--- src/rtl/mmio_pkg.sv ---
// mmio_pkg: shared constants for the Riscv151 MMIO controller.
// Address offsets are decoded on addr[7:0] inside the 0x8xxx_xxxx region.
package mmio_pkg;

  localparam int unsigned DATA_W = 32;
  localparam int unsigned BYTE_W = 8;
  localparam int unsigned OFFS_W = 8;

  localparam logic [3:0] MMIO_REGION = 4'h8;

  localparam logic [OFFS_W-1:0] MMIO_UART_CTRL    = 8'h00;
  localparam logic [OFFS_W-1:0] MMIO_UART_RX      = 8'h04;
  localparam logic [OFFS_W-1:0] MMIO_UART_TX      = 8'h08;
  localparam logic [OFFS_W-1:0] MMIO_CYCLE_CNT    = 8'h10;
  localparam logic [OFFS_W-1:0] MMIO_INST_CNT     = 8'h14;
  localparam logic [OFFS_W-1:0] MMIO_CNT_RST      = 8'h18;
  localparam logic [OFFS_W-1:0] MMIO_BR_CNT       = 8'h1C;
  localparam logic [OFFS_W-1:0] MMIO_BR_TAKEN_CNT = 8'h20;

  // Zero-extend a UART byte onto the load data bus.
  function automatic logic [DATA_W-1:0] zext_byte(input logic [BYTE_W-1:0] b);
    return {{(DATA_W-BYTE_W){1'b0}}, b};
  endfunction

endpackage

--- src/rtl/mmio_if.sv ---
// mmio_if: CPU memory-stage bus plus UART ready/valid streams for mmio_ctrl.
// Optional macro MMIO_BRANCH_CNT_EN adds br_valid/br_taken.
interface mmio_if #(
  parameter int unsigned ADDR_W = 32
);

  logic [ADDR_W-1:0] addr;
  logic              re;
  logic [3:0]        we;
  logic [31:0]       wdata;
  logic [31:0]       rdata;
  logic              inst_retire;
  logic [7:0]        rx_data;
  logic              rx_valid;
  logic              rx_ready;
  logic [7:0]        tx_data;
  logic              tx_valid;
  logic              tx_ready;
`ifdef MMIO_BRANCH_CNT_EN
  logic              br_valid;
  logic              br_taken;
`endif

  // CPU / UART side driving the controller
  modport master (
`ifdef MMIO_BRANCH_CNT_EN
    output br_valid, br_taken,
`endif
    output addr, re, we, wdata, inst_retire, rx_data, rx_valid, tx_ready,
    input  rdata, rx_ready, tx_data, tx_valid
  );

  // Controller side
  modport slave (
`ifdef MMIO_BRANCH_CNT_EN
    input  br_valid, br_taken,
`endif
    input  addr, re, we, wdata, inst_retire, rx_data, rx_valid, tx_ready,
    output rdata, rx_ready, tx_data, tx_valid
  );

endinterface

--- src/rtl/mmio_rx_fifo.sv ---
// mmio_rx_fifo: synchronous byte FIFO for received UART data.
// Head is presented combinationally on dout_o; a separate full flag
// disambiguates equal pointers so the pointers stay log2(RX_DEPTH) bits.
module mmio_rx_fifo
  import mmio_pkg::*;
#(
  parameter int unsigned RX_DEPTH = 4
) (
  input  logic              clk,
  input  logic              rst,
  input  logic              push_i,
  input  logic              pop_i,
  input  logic [BYTE_W-1:0] din_i,
  output logic [BYTE_W-1:0] dout_o,
  output logic              full_o,
  output logic              empty_o
);

  localparam int unsigned PTR_W = (RX_DEPTH > 1) ? $clog2(RX_DEPTH) : 1;

  logic [BYTE_W-1:0] mem_q [RX_DEPTH];
  logic [PTR_W-1:0]  wr_ptr_q, wr_ptr_d;
  logic [PTR_W-1:0]  rd_ptr_q, rd_ptr_d;
  logic              full_q, full_d;
  logic              empty;
  logic              push_ok;
  logic              pop_ok;

  assign empty   = (wr_ptr_q == rd_ptr_q) && !full_q;
  assign push_ok = push_i && !full_q;
  assign pop_ok  = pop_i && !empty;

  assign dout_o  = mem_q[rd_ptr_q];
  assign full_o  = full_q;
  assign empty_o = empty;

  // Pointer advance and full-flag tracking
  always_comb begin
    wr_ptr_d = wr_ptr_q;
    rd_ptr_d = rd_ptr_q;
    full_d   = full_q;
    if (push_ok) wr_ptr_d = wr_ptr_q + PTR_W'(1);
    if (pop_ok)  rd_ptr_d = rd_ptr_q + PTR_W'(1);
    if (push_ok && !pop_ok) begin
      full_d = ((wr_ptr_q + PTR_W'(1)) == rd_ptr_q);
    end else if (pop_ok && !push_ok) begin
      full_d = 1'b0;
    end
  end

  // Pointer/flag state with synchronous active-low reset
  always_ff @(posedge clk) begin
    if (!rst) begin
      wr_ptr_q <= '0;
      rd_ptr_q <= '0;
      full_q   <= 1'b0;
    end else begin
      wr_ptr_q <= wr_ptr_d;
      rd_ptr_q <= rd_ptr_d;
      full_q   <= full_d;
    end
  end

  // Storage array, written only on an accepted push
  always_ff @(posedge clk) begin
    if (push_ok) mem_q[wr_ptr_q] <= din_i;
  end

endmodule

--- src/rtl/mmio_ctrl.sv ---
// mmio_ctrl: Riscv151 memory-mapped I/O controller.
// Holds cycle/instruction counters, bridges loads/stores to the UART
// streams and buffers received bytes in mmio_rx_fifo. Load data is
// registered to match BRAM read latency.
// Optional macro MMIO_BRANCH_CNT_EN adds branch counters at 0x1C/0x20.
module mmio_ctrl
  import mmio_pkg::*;
#(
  parameter int unsigned RX_DEPTH = 4,
  parameter int unsigned ADDR_W   = 32
) (
  input  logic  clk,
  input  logic  rst,
  mmio_if.slave bus
);

  logic              hit;
  logic              is_load;
  logic              is_store;
  logic [OFFS_W-1:0] offset;
  logic              cnt_clr;
  logic              rx_pop;
  logic [BYTE_W-1:0] rx_head;
  logic              rx_full;
  logic              rx_empty;
  logic              unused_ok;

  logic [DATA_W-1:0] rdata_q, rdata_d;
  logic [DATA_W-1:0] cycle_cnt_q, cycle_cnt_d;
  logic [DATA_W-1:0] inst_cnt_q, inst_cnt_d;
  logic              tx_valid_q, tx_valid_d;
  logic [BYTE_W-1:0] tx_data_q, tx_data_d;
`ifdef MMIO_BRANCH_CNT_EN
  logic [DATA_W-1:0] br_cnt_q, br_cnt_d;
  logic [DATA_W-1:0] br_taken_cnt_q, br_taken_cnt_d;
`endif

  // Address decode; a store wins when re and we collide
  assign offset   = bus.addr[OFFS_W-1:0];
  assign hit      = (bus.addr[ADDR_W-1 -: 4] == MMIO_REGION);
  assign is_store = hit && (|bus.we);
  assign is_load  = hit && bus.re && !(|bus.we);
  assign cnt_clr  = is_store && (offset == MMIO_CNT_RST);
  assign rx_pop   = is_load && (offset == MMIO_UART_RX);

  assign unused_ok = ^{bus.addr[ADDR_W-5:OFFS_W], bus.wdata[DATA_W-1:BYTE_W]};

  mmio_rx_fifo #(
    .RX_DEPTH (RX_DEPTH)
  ) u_rx_fifo (
    .clk     (clk),
    .rst     (rst),
    .push_i  (bus.rx_valid),
    .pop_i   (rx_pop),
    .din_i   (bus.rx_data),
    .dout_o  (rx_head),
    .full_o  (rx_full),
    .empty_o (rx_empty)
  );

  assign bus.rx_ready = !rx_full;
  assign bus.tx_valid = tx_valid_q;
  assign bus.tx_data  = tx_data_q;
  assign bus.rdata    = rdata_q;

  // Load data mux; holds when no load is requested
  always_comb begin
    rdata_d = rdata_q;
    if (bus.re) begin
      rdata_d = '0;
      if (is_load) begin
        case (offset)
          MMIO_UART_CTRL:    rdata_d = {{(DATA_W-2){1'b0}}, !rx_empty, !tx_valid_q};
          MMIO_UART_RX:      rdata_d = rx_empty ? '0 : zext_byte(rx_head);
          MMIO_CYCLE_CNT:    rdata_d = cycle_cnt_q;
          MMIO_INST_CNT:     rdata_d = inst_cnt_q;
`ifdef MMIO_BRANCH_CNT_EN
          MMIO_BR_CNT:       rdata_d = br_cnt_q;
          MMIO_BR_TAKEN_CNT: rdata_d = br_taken_cnt_q;
`endif
          default:           rdata_d = '0;
        endcase
      end
    end
  end

  // Performance counters; a clear store overrides same-cycle increments
  always_comb begin
    cycle_cnt_d = cycle_cnt_q + DATA_W'(1);
    inst_cnt_d  = inst_cnt_q + DATA_W'(bus.inst_retire);
`ifdef MMIO_BRANCH_CNT_EN
    br_cnt_d       = br_cnt_q + DATA_W'(bus.br_valid);
    br_taken_cnt_d = br_taken_cnt_q + DATA_W'(bus.br_valid && bus.br_taken);
`endif
    if (cnt_clr) begin
      cycle_cnt_d = '0;
      inst_cnt_d  = '0;
`ifdef MMIO_BRANCH_CNT_EN
      br_cnt_d       = '0;
      br_taken_cnt_d = '0;
`endif
    end
  end

  // TX holding register: drains on handshake, loads only when free
  always_comb begin
    tx_valid_d = tx_valid_q;
    tx_data_d  = tx_data_q;
    if (tx_valid_q) begin
      if (bus.tx_ready) tx_valid_d = 1'b0;
    end else if (is_store && (offset == MMIO_UART_TX)) begin
      tx_valid_d = 1'b1;
      tx_data_d  = bus.wdata[BYTE_W-1:0];
    end
  end

  // State registers with synchronous active-low reset
  always_ff @(posedge clk) begin
    if (!rst) begin
      rdata_q     <= '0;
      cycle_cnt_q <= '0;
      inst_cnt_q  <= '0;
      tx_valid_q  <= 1'b0;
      tx_data_q   <= '0;
`ifdef MMIO_BRANCH_CNT_EN
      br_cnt_q       <= '0;
      br_taken_cnt_q <= '0;
`endif
    end else begin
      rdata_q     <= rdata_d;
      cycle_cnt_q <= cycle_cnt_d;
      inst_cnt_q  <= inst_cnt_d;
      tx_valid_q  <= tx_valid_d;
      tx_data_q   <= tx_data_d;
`ifdef MMIO_BRANCH_CNT_EN
      br_cnt_q       <= br_cnt_d;
      br_taken_cnt_q <= br_taken_cnt_d;
`endif
    end
  end

endmodule
--- src/flat_wrapper.sv ---
// flat-port wrapper written by rule: the top's interface ports become plain ports
module mmio_ctrl_flat import mmio_pkg::*;
#(
  parameter int unsigned RX_DEPTH = 4,
  parameter int unsigned ADDR_W   = 32
)
  (clk, rst, bus_addr, bus_re, bus_we, bus_wdata, bus_inst_retire, bus_rx_data, bus_rx_valid, bus_tx_ready, bus_rdata, bus_rx_ready, bus_tx_data, bus_tx_valid);
  mmio_if #(.ADDR_W(ADDR_W)) bus_i ();
  input  logic clk;
  input  logic rst;
  input wire logic [$bits(bus_i.addr)-1:0] bus_addr;
  input wire logic [$bits(bus_i.re)-1:0] bus_re;
  input wire logic [$bits(bus_i.we)-1:0] bus_we;
  input wire logic [$bits(bus_i.wdata)-1:0] bus_wdata;
  input wire logic [$bits(bus_i.inst_retire)-1:0] bus_inst_retire;
  input wire logic [$bits(bus_i.rx_data)-1:0] bus_rx_data;
  input wire logic [$bits(bus_i.rx_valid)-1:0] bus_rx_valid;
  input wire logic [$bits(bus_i.tx_ready)-1:0] bus_tx_ready;
  output wire logic [$bits(bus_i.rdata)-1:0] bus_rdata;
  output wire logic [$bits(bus_i.rx_ready)-1:0] bus_rx_ready;
  output wire logic [$bits(bus_i.tx_data)-1:0] bus_tx_data;
  output wire logic [$bits(bus_i.tx_valid)-1:0] bus_tx_valid;
  assign bus_i.addr = bus_addr;
  assign bus_i.re = bus_re;
  assign bus_i.we = bus_we;
  assign bus_i.wdata = bus_wdata;
  assign bus_i.inst_retire = bus_inst_retire;
  assign bus_i.rx_data = bus_rx_data;
  assign bus_i.rx_valid = bus_rx_valid;
  assign bus_i.tx_ready = bus_tx_ready;
  assign bus_rdata = bus_i.rdata;
  assign bus_rx_ready = bus_i.rx_ready;
  assign bus_tx_data = bus_i.tx_data;
  assign bus_tx_valid = bus_i.tx_valid;
  mmio_ctrl #(.RX_DEPTH(RX_DEPTH), .ADDR_W(ADDR_W)) u_core (.clk(clk), .rst(rst), .bus(bus_i));
endmodule
--- config.mk ---
export PLATFORM = sky130hd
export DESIGN_NAME = mmio_ctrl_flat
export DESIGN_NICKNAME = d
export VERILOG_FILES = /design/src/rtl/mmio_pkg.sv /design/src/rtl/mmio_if.sv /design/src/rtl/mmio_rx_fifo.sv /design/src/rtl/mmio_ctrl.sv /design/src/flat_wrapper.sv
export SDC_FILE = /design/constraint.sdc
export NUM_CORES = 1
export LEC_CHECK = 0
export CORE_AREA = 2 2 153 155
export DETAILED_ROUTE_END_ITERATION = 12
export DIE_AREA = 0 0 155 157
export HOLD_SLACK_MARGIN = 0.1
export PLACE_DENSITY = 0.49
export SETUP_SLACK_MARGIN = 0.5
export SLEW_MARGIN = 10
export SYNTH_ARGS = -nofsm -noshare
export SYNTH_HDL_FRONTEND = slang
export SYNTH_HIERARCHICAL = 1
export SYNTH_SLANG_ARGS = --single-unit
--- constraint.sdc ---
create_clock -name clk -period 5.18 [get_ports clk]
set_clock_uncertainty 0.15 [all_clocks]
set_input_delay 0.518 -clock clk [delete_from_list [all_inputs] [get_ports clk]]
set_output_delay 0.518 -clock clk [all_outputs]
set_load 0.01 [all_outputs]
==> flow_summary.toml, run 1 <==
[outcome]
status = "finished, final reports clean"

[power_and_ir_drop]
comb_power_share_pct = 5.4
internal_power_mw = 1.85
switching_share_pct = 24.7
power.share.sequential_pct = 47.8
power_density_mw_per_mm2 = 298
p_leak_nw = 2.58
peakVddDrop_uv = 190
clkPwrFrac_pct = 46.8
power_switching_mw = 0.607

[synthesis]
synth.area.mux_share_pct = 7.41
netlist_area_mm2 = 0.00670
synth-adder-area-share_pct = 1.49
ys_types = 48
synth-simple-area-share_pct = 23.6
synth_top_family_by_area = "simple AND/OR/NAND/NOR gates"
async_flop_share_pct = 0
synth_top_area_share_pct = 33.4
yosys-top-cells-area = "dfxtp_1 33%, edfxtp_1 14%, a21oi_1 5.2%"
yosysTopAreaCell = "dfxtp_1"
synthFlopType = "dfxtp_1"
synth_compound_area_share_pct = 12.0
synth.net_count = 779
synth-edff-count = 32
synth-seq-area-share_pct = 47.8
ys_ff_latch = 144
synth-xor-area-share_pct = 3.79
synth_area_per_cell_um2 = 9.73
ys_warn_count = 6
syn_inst = 689

[critical_path]
worstPathCellList = "clkdlybuf4s50_1, nor4_1, and3_1, buf_4, a31o_2, buf_4, nor2_1"
critPathBufInv = 3
reg2reg_slack_ps = 2620
r2r-end = "u_core/cycle_cnt_q[24]$_SDFF_PP0_"
crit_slowest_cell = "a31o_2"
path_delay_family = "buffers and inverters"
crit_fanout = 41
cp-start-kind = "input pin"
cp-end-kind = "register"
reg2reg_depth = 4
cp.required_ps = 5320
arrival_ps = 3230
slowest_delay_ps = 600
worstSetupPathType = "in -> reg"
cp_common_cell = "buf_4"
regToRegStartpoint = "u_core/cycle_cnt_q[2]$_SDFF_PP0_"

[floorplan]
io_pins = 124
initial_utilization_pct = 29.8
die_h_um = 157
coreArea_mm2 = 0.0225
die_area_mm2 = 0.0243
die_w_um = 155
num_rows = 55

[clock_network]
post-cts-setup-buffers = 0
root_buffer = "clkbuf_16"
cts_tree = "done"
hold_buffers = 0
cts_resized = 0
cts_buffers = 17
clk_pin_slew_ps = 70
cts_sinks = 144
htree_levels = 4
cts_buffer_depth = 2
clkLatencyLatePin_ps = 420

[place]
gp_congestion = 0.760
dpl_cell_area_mm2 = 0.00770
pre_cts_slack_ps = 1670
port_buffers = 79
place_hpwl_mm = 12.7

[timing]
setup_viol = 0
fin_tns_setup_ps = 0
fin_crit_sh_pct = 59.6
max_freq_ghz = 0.324
finalHoldViolations = 0
rsz0062_at_grt = "no"
period_needed_ps = 3090
relSlewSlack_pct = 54.5
holdWs_ps = 321
tightest_slew_ps = 680
fin_ws_ps = 2090
slew_violations = 0

[route]
post_drt_wl_per_cell_um = 17.1
vias = 5518
firstDrtPassIters = 5
routed_wl_mm = 17.9
dr.first_iter.drc_count = 349
via_per_inst = 5.28
drc_errors = 0
ant_nets = 0

[global_route]
antenna_found_initial = 0
grt_pass1_wl_mm = 28.3
grt_pass1_vias = 5361
grt_max_degree = 42
grt.overflow.total = 0
grt.total_usage_pct = 14.8

[layout]
drive_gt1_share_pct = 9.74
final_area_mm2 = 0.00826
fin_util_pct = 36.7
diodes = 0
final_nets = 837
area_growth_syn_to_layout_pct = 23.1

[worst_hold_path]
whs_path_depth = 2
hold_path_startpoint = "u_core/bus.rdata[14]$_SDFFE_PN0P_"
hp-class = "reg -> reg"
whs_endpoint = "u_core/bus.rdata[14]$_SDFFE_PN0P_"

[run]
cap_violations = 0
## layout make-up
type,instances,area [um^2]
repair buffers,87,851
well taps,285,357
inverters,15,56.3
clock buffers,17,425
multi-input cells,482,3240
clock inverters,15,125
flip-flops and latches,144,3200
fillers,2256,14200
## cells in the mapped netlist, drive strengths merged (9+ instances only)
| cell | instances |
|---|---|
| dfxtp | 112 |
| a21oi | 70 |
| nand4 | 56 |
| nor2 | 37 |
| edfxtp | 32 |
| nand2 | 31 |
| o21ai | 30 |
| clkbuf | 28 |
| nand2b | 26 |
| or4 | 26 |
| nand3 | 25 |
| o31ai | 23 |
| mux2 | 21 |
| buf | 20 |
| xor2 | 17 |
| inv | 14 |
| or3 | 13 |
| xnor2 | 12 |
| and4 | 11 |
| and2 | 10 |
| nand4b | 9 |
## logic make-up after synthesis
group	count (synthesis)
AND/OR/NAND/NOR	268
flip-flops	144
AO/OA/AOI/OAI	140
buffers and inverters	63
multiplexers	37
XOR/XNOR	29
adder cells (fa/ha/maj)	8
## worst reg2reg max path: cells and delay by family (launching register included)
| family | cells | cell delay (ps) |
|---|---|---|
| simple gates | 3 | 1740 |
| flops | 1 | 450 |
| compound gates | 1 | 160 |
## metal layers
layer / track usage (%) / vias to the layer above / wire [um]
met5: 0 / - / 0
met4: 4.94 / 0 / 218
met3: 2.67 / 16 / 460
met2: 26.1 / 85 / 9180
met1: 18.3 / 2714 / 8020
li1: - / 2703 / -
## metrics by stage
step                      power [mW]  instances
after floorplan                 1.28        689
after global placement          1.33       1013
after detailed placement        1.33       1013
after CTS                       2.49       1045
after global routing            2.55       1045
final                           2.46       1045
## sequential cells by signal, indices dropped and copies added (netlist names), named ones only
| signal | count |
|---|---|
| u_core/bus.rdata | 32 |
| u_core/bus.tx_data | 8 |
| u_core/bus.tx_valid | 1 |
| u_core/cycle_cnt_q | 32 |
| u_core/inst_cnt_q | 32 |
| u_core/u_rx_fifo/full_o | 1 |
| u_core/u_rx_fifo/mem_q | 32 |
| u_core/u_rx_fifo/rd_ptr_q | 2 |
| u_core/u_rx_fifo/wr_ptr_q | 2 |
## power by group through the flow
stage / Combinational, mW / Clock (mW) / Sequential [mW]
4_1_cts: 0.133 / 1.18 / 1.18
6_report: 0.132 / 1.15 / 1.18
3_3_place_gp: 0.131 / 0 / 1.20
5_1_grt: 0.145 / 1.23 / 1.18
2_1_floorplan: 0.0769 / 0 / 1.20
3_5_place_dp: 0.133 / 0 / 1.20
## worst max path at each step
| stage | startpoint | to | cells past startpoint |
|---|---|---|---|
| 2_1_floorplan | bus_addr[2] | u_core/u_rx_fifo/full_o$_SDFFE_PN0P_ | 7 |
| 3_3_place_gp | bus_addr[2] | u_core/u_rx_fifo/full_o$_SDFFE_PN0P_ | 8 |
| 3_5_place_dp | bus_addr[7] | u_core/inst_cnt_q[2]$_SDFF_PP0_ | 7 |
| 4_1_cts | bus_addr[7] | u_core/inst_cnt_q[2]$_SDFF_PP0_ | 7 |
| 5_1_grt | bus_addr[7] | u_core/cycle_cnt_q[4]$_SDFF_PP0_ | 7 |
| 6_report | bus_addr[7] | u_core/inst_cnt_q[2]$_SDFF_PP0_ | 7 |
## layout by cell type, fill, tap and decap left out, types with 2 or more instances in the layout
cell type	count
dfxtp_1	112
clkdlybuf4s50_1	79
a21oi_1	70
nand4_1	54
nor2_1	37
edfxtp_1	32
nand2_1	31
o21ai_0	30
nand2b_1	26
or4_1	25
nand3_1	25
o31ai_1	23
mux2_2	21
clkbuf_16	17
xor2_1	17
inv_1	14
or3_1	13
xnor2_1	12
and4_1	10
and2_1	10
nand4b_1	9
mux2i_1	8
ha_1	8
buf_4	8
mux4_2	8
inv_6	7
nor3_1	5
nor2b_1	5
and3_1	5
a31oi_1	5
o31a_1	5
nor4_1	4
clkinv_4	3
clkinvlp_4	3
clkinv_1	2
nor3b_1	2
nand4_2	2
Note: power is estimated with default switching activity, not from simulation.
==> run 2, diff against run 1 <==
PLACE_DENSITY = 0.51   (was 0.49)
clock period = 2.52 ns   (was 5.18 ns; I/O delays follow)
==> run 2 against run 1 <==
Effect of this change: global-route usage grew 0.14 points; clock power grew 96%; setup slack lost 1500 ps; final cell count grew 3.9%; power grew 100%; first-iteration DRC count shrank 26%; utilization grew 2.1 points; combinational power grew 130%; sequential share of layout area shrank 1.8 points; critical path type is now reg -> reg; largest power group unchanged; highest routed layer unchanged.
==> flow_summary.toml, run 2 (synthesis gave the netlist of run 1 again) <==
[worst_hold_path]
hold_path_startpoint = "bus_inst_retire"
hp-class = "in -> reg"

[timing]
fin_tns_setup_ps = 0
fin_crit_sh_pct = 77.8
holdWs_ps = 102
finalHoldViolations = 0
setup_viol = 0
rsz0062_at_grt = "yes"
slew_violations = 0
tightest_slew_ps = 528
max_freq_ghz = 0.510
period_needed_ps = 1960
relSlewSlack_pct = 64.8

[route]
firstDrtPassIters = 5
post_drt_wl_per_cell_um = 16.6
dr.first_iter.drc_count = 259
via_per_inst = 5.17
routed_wl_mm = 18.0
ant_nets = 0
drc_errors = 0
vias = 5617

[clock_network]
clkLatencyLatePin_ps = 420
cts_sinks = 144
cts_tree = "done"
hold_buffers = 0
root_buffer = "clkbuf_16"
clk_pin_slew_ps = 60
htree_levels = 4
cts_buffer_depth = 2
cts_buffers = 17

[global_route]
grt_max_degree = 39
grt.total_usage_pct = 15.0
grt_pass1_vias = 5263
grt_pass1_wl_mm = 28.6
antenna_found_initial = 0
grt.overflow.total = 0

[outcome]
status = "finished, final reports clean"

[power_and_ir_drop]
power_density_mw_per_mm2 = 570
p_leak_nw = 2.84
switching_share_pct = 23.8
clkPwrFrac_pct = 45.2
power_switching_mw = 1.18
power.share.sequential_pct = 48.6
peakVddDrop_uv = 465
p_total_mw = 4.97
internal_power_mw = 3.79
comb_power_share_pct = 6.2

[place]
port_buffers = 79
place_hpwl_mm = 12.6
gp_congestion = 0.773
placedCellCount = 1041

[floorplan]
die_h_um = 157
die_w_um = 155
io_pins = 124
coreArea_mm2 = 0.0225
num_rows = 55
initial_utilization_pct = 29.8
die_area_mm2 = 0.0243

[layout]
multi_input_area_mm2 = 0.00336
final_cell_mix = "96 x dfxtp_1, 75 x clkdlybuf4s50_1, 67 x a21oi_1"
drive_gt1_share_pct = 18.9
fin_util_pct = 38.8
final_cells = 1086
final_common_cell = "dfxtp_1"
diodes = 0
area_growth_syn_to_layout_pct = 30.1
nFillCells = 2252
final_nets = 878
regArea_mm2 = 0.00323

[critical_path]
cp-start-kind = "register"
cp-end-kind = "register"
cp.required_ps = 2730
startpoint = "u_core/inst_cnt_q[0]$_SDFF_PP0_"
crit_fanout = 7
arrival_ps = 2170
regToRegStartpoint = "u_core/inst_cnt_q[0]$_SDFF_PP0_"
worstSetupPathType = "reg -> reg"

[run]
cap_violations = 0
## run 2: worst max-delay path, stage by stage, from the launching register on
cell	delay [ps]
dfxtp_2	340
ha_4	150
ha_4	140
nand3_2	80
or4_4	470
or4_4	430
a21oi_2	130
## run 2: cell type report
class	count	share of cell area [%]
clock inverters	15	1.10
well taps	285	4.09
repair buffers	127	13.8
multi-input cells	483	38.5
inverters	15	0.646
clock buffers	17	4.88
flip-flops and latches	144	37.0
## run 2: power by group through the flow
stage / clock network, mW / logic [mW] / registers [mW]
2_1_floorplan: 0 / 0.161 / 2.46
3_5_place_dp: 0 / 0.303 / 2.47
3_3_place_gp: 0 / 0.300 / 2.47
6_report: 2.25 / 0.308 / 2.42
4_1_cts: 2.31 / 0.304 / 2.42
5_1_grt: 2.42 / 0.338 / 2.42
## run 2: repair_timing
action,CTS,global route
setup buffers,0,12
endpoints found under the setup margin,9,35
gates cloned,0,1
pin swaps,0,15
gates resized for setup,2,36
## run 2: layer usage
metal	global-route usage [%]	routed length [um]	vias to the layer above
li1	-	-	2790
met1	19.8	8360	2689
met2	24.2	8740	121
met3	3.63	647	17
met4	4.63	279	0
met5	0	0	-
## run 2: per-stage QoR
stage | worst slack (ps) | instance area, um^2
after floorplan | 493 | 6750
after global placement | 58.8 | 8000
after detailed placement | 33.5 | 8000
after CTS | 443 | 8520
after global routing | 439 | 8720
final | 560 | 8720
## run 2: path summary, 6_finish.rpt
kind                                             to  slack (ps)  cells past startpoint
hold reg to reg   u_core/bus.rdata[23]$_SDFFE_PN0P_         320                      2
hold / removal      u_core/inst_cnt_q[0]$_SDFF_PP0_         100                      4
setup / recovery   u_core/inst_cnt_q[28]$_SDFF_PP0_         560                      6
setup reg to reg   u_core/inst_cnt_q[28]$_SDFF_PP0_         560                      6
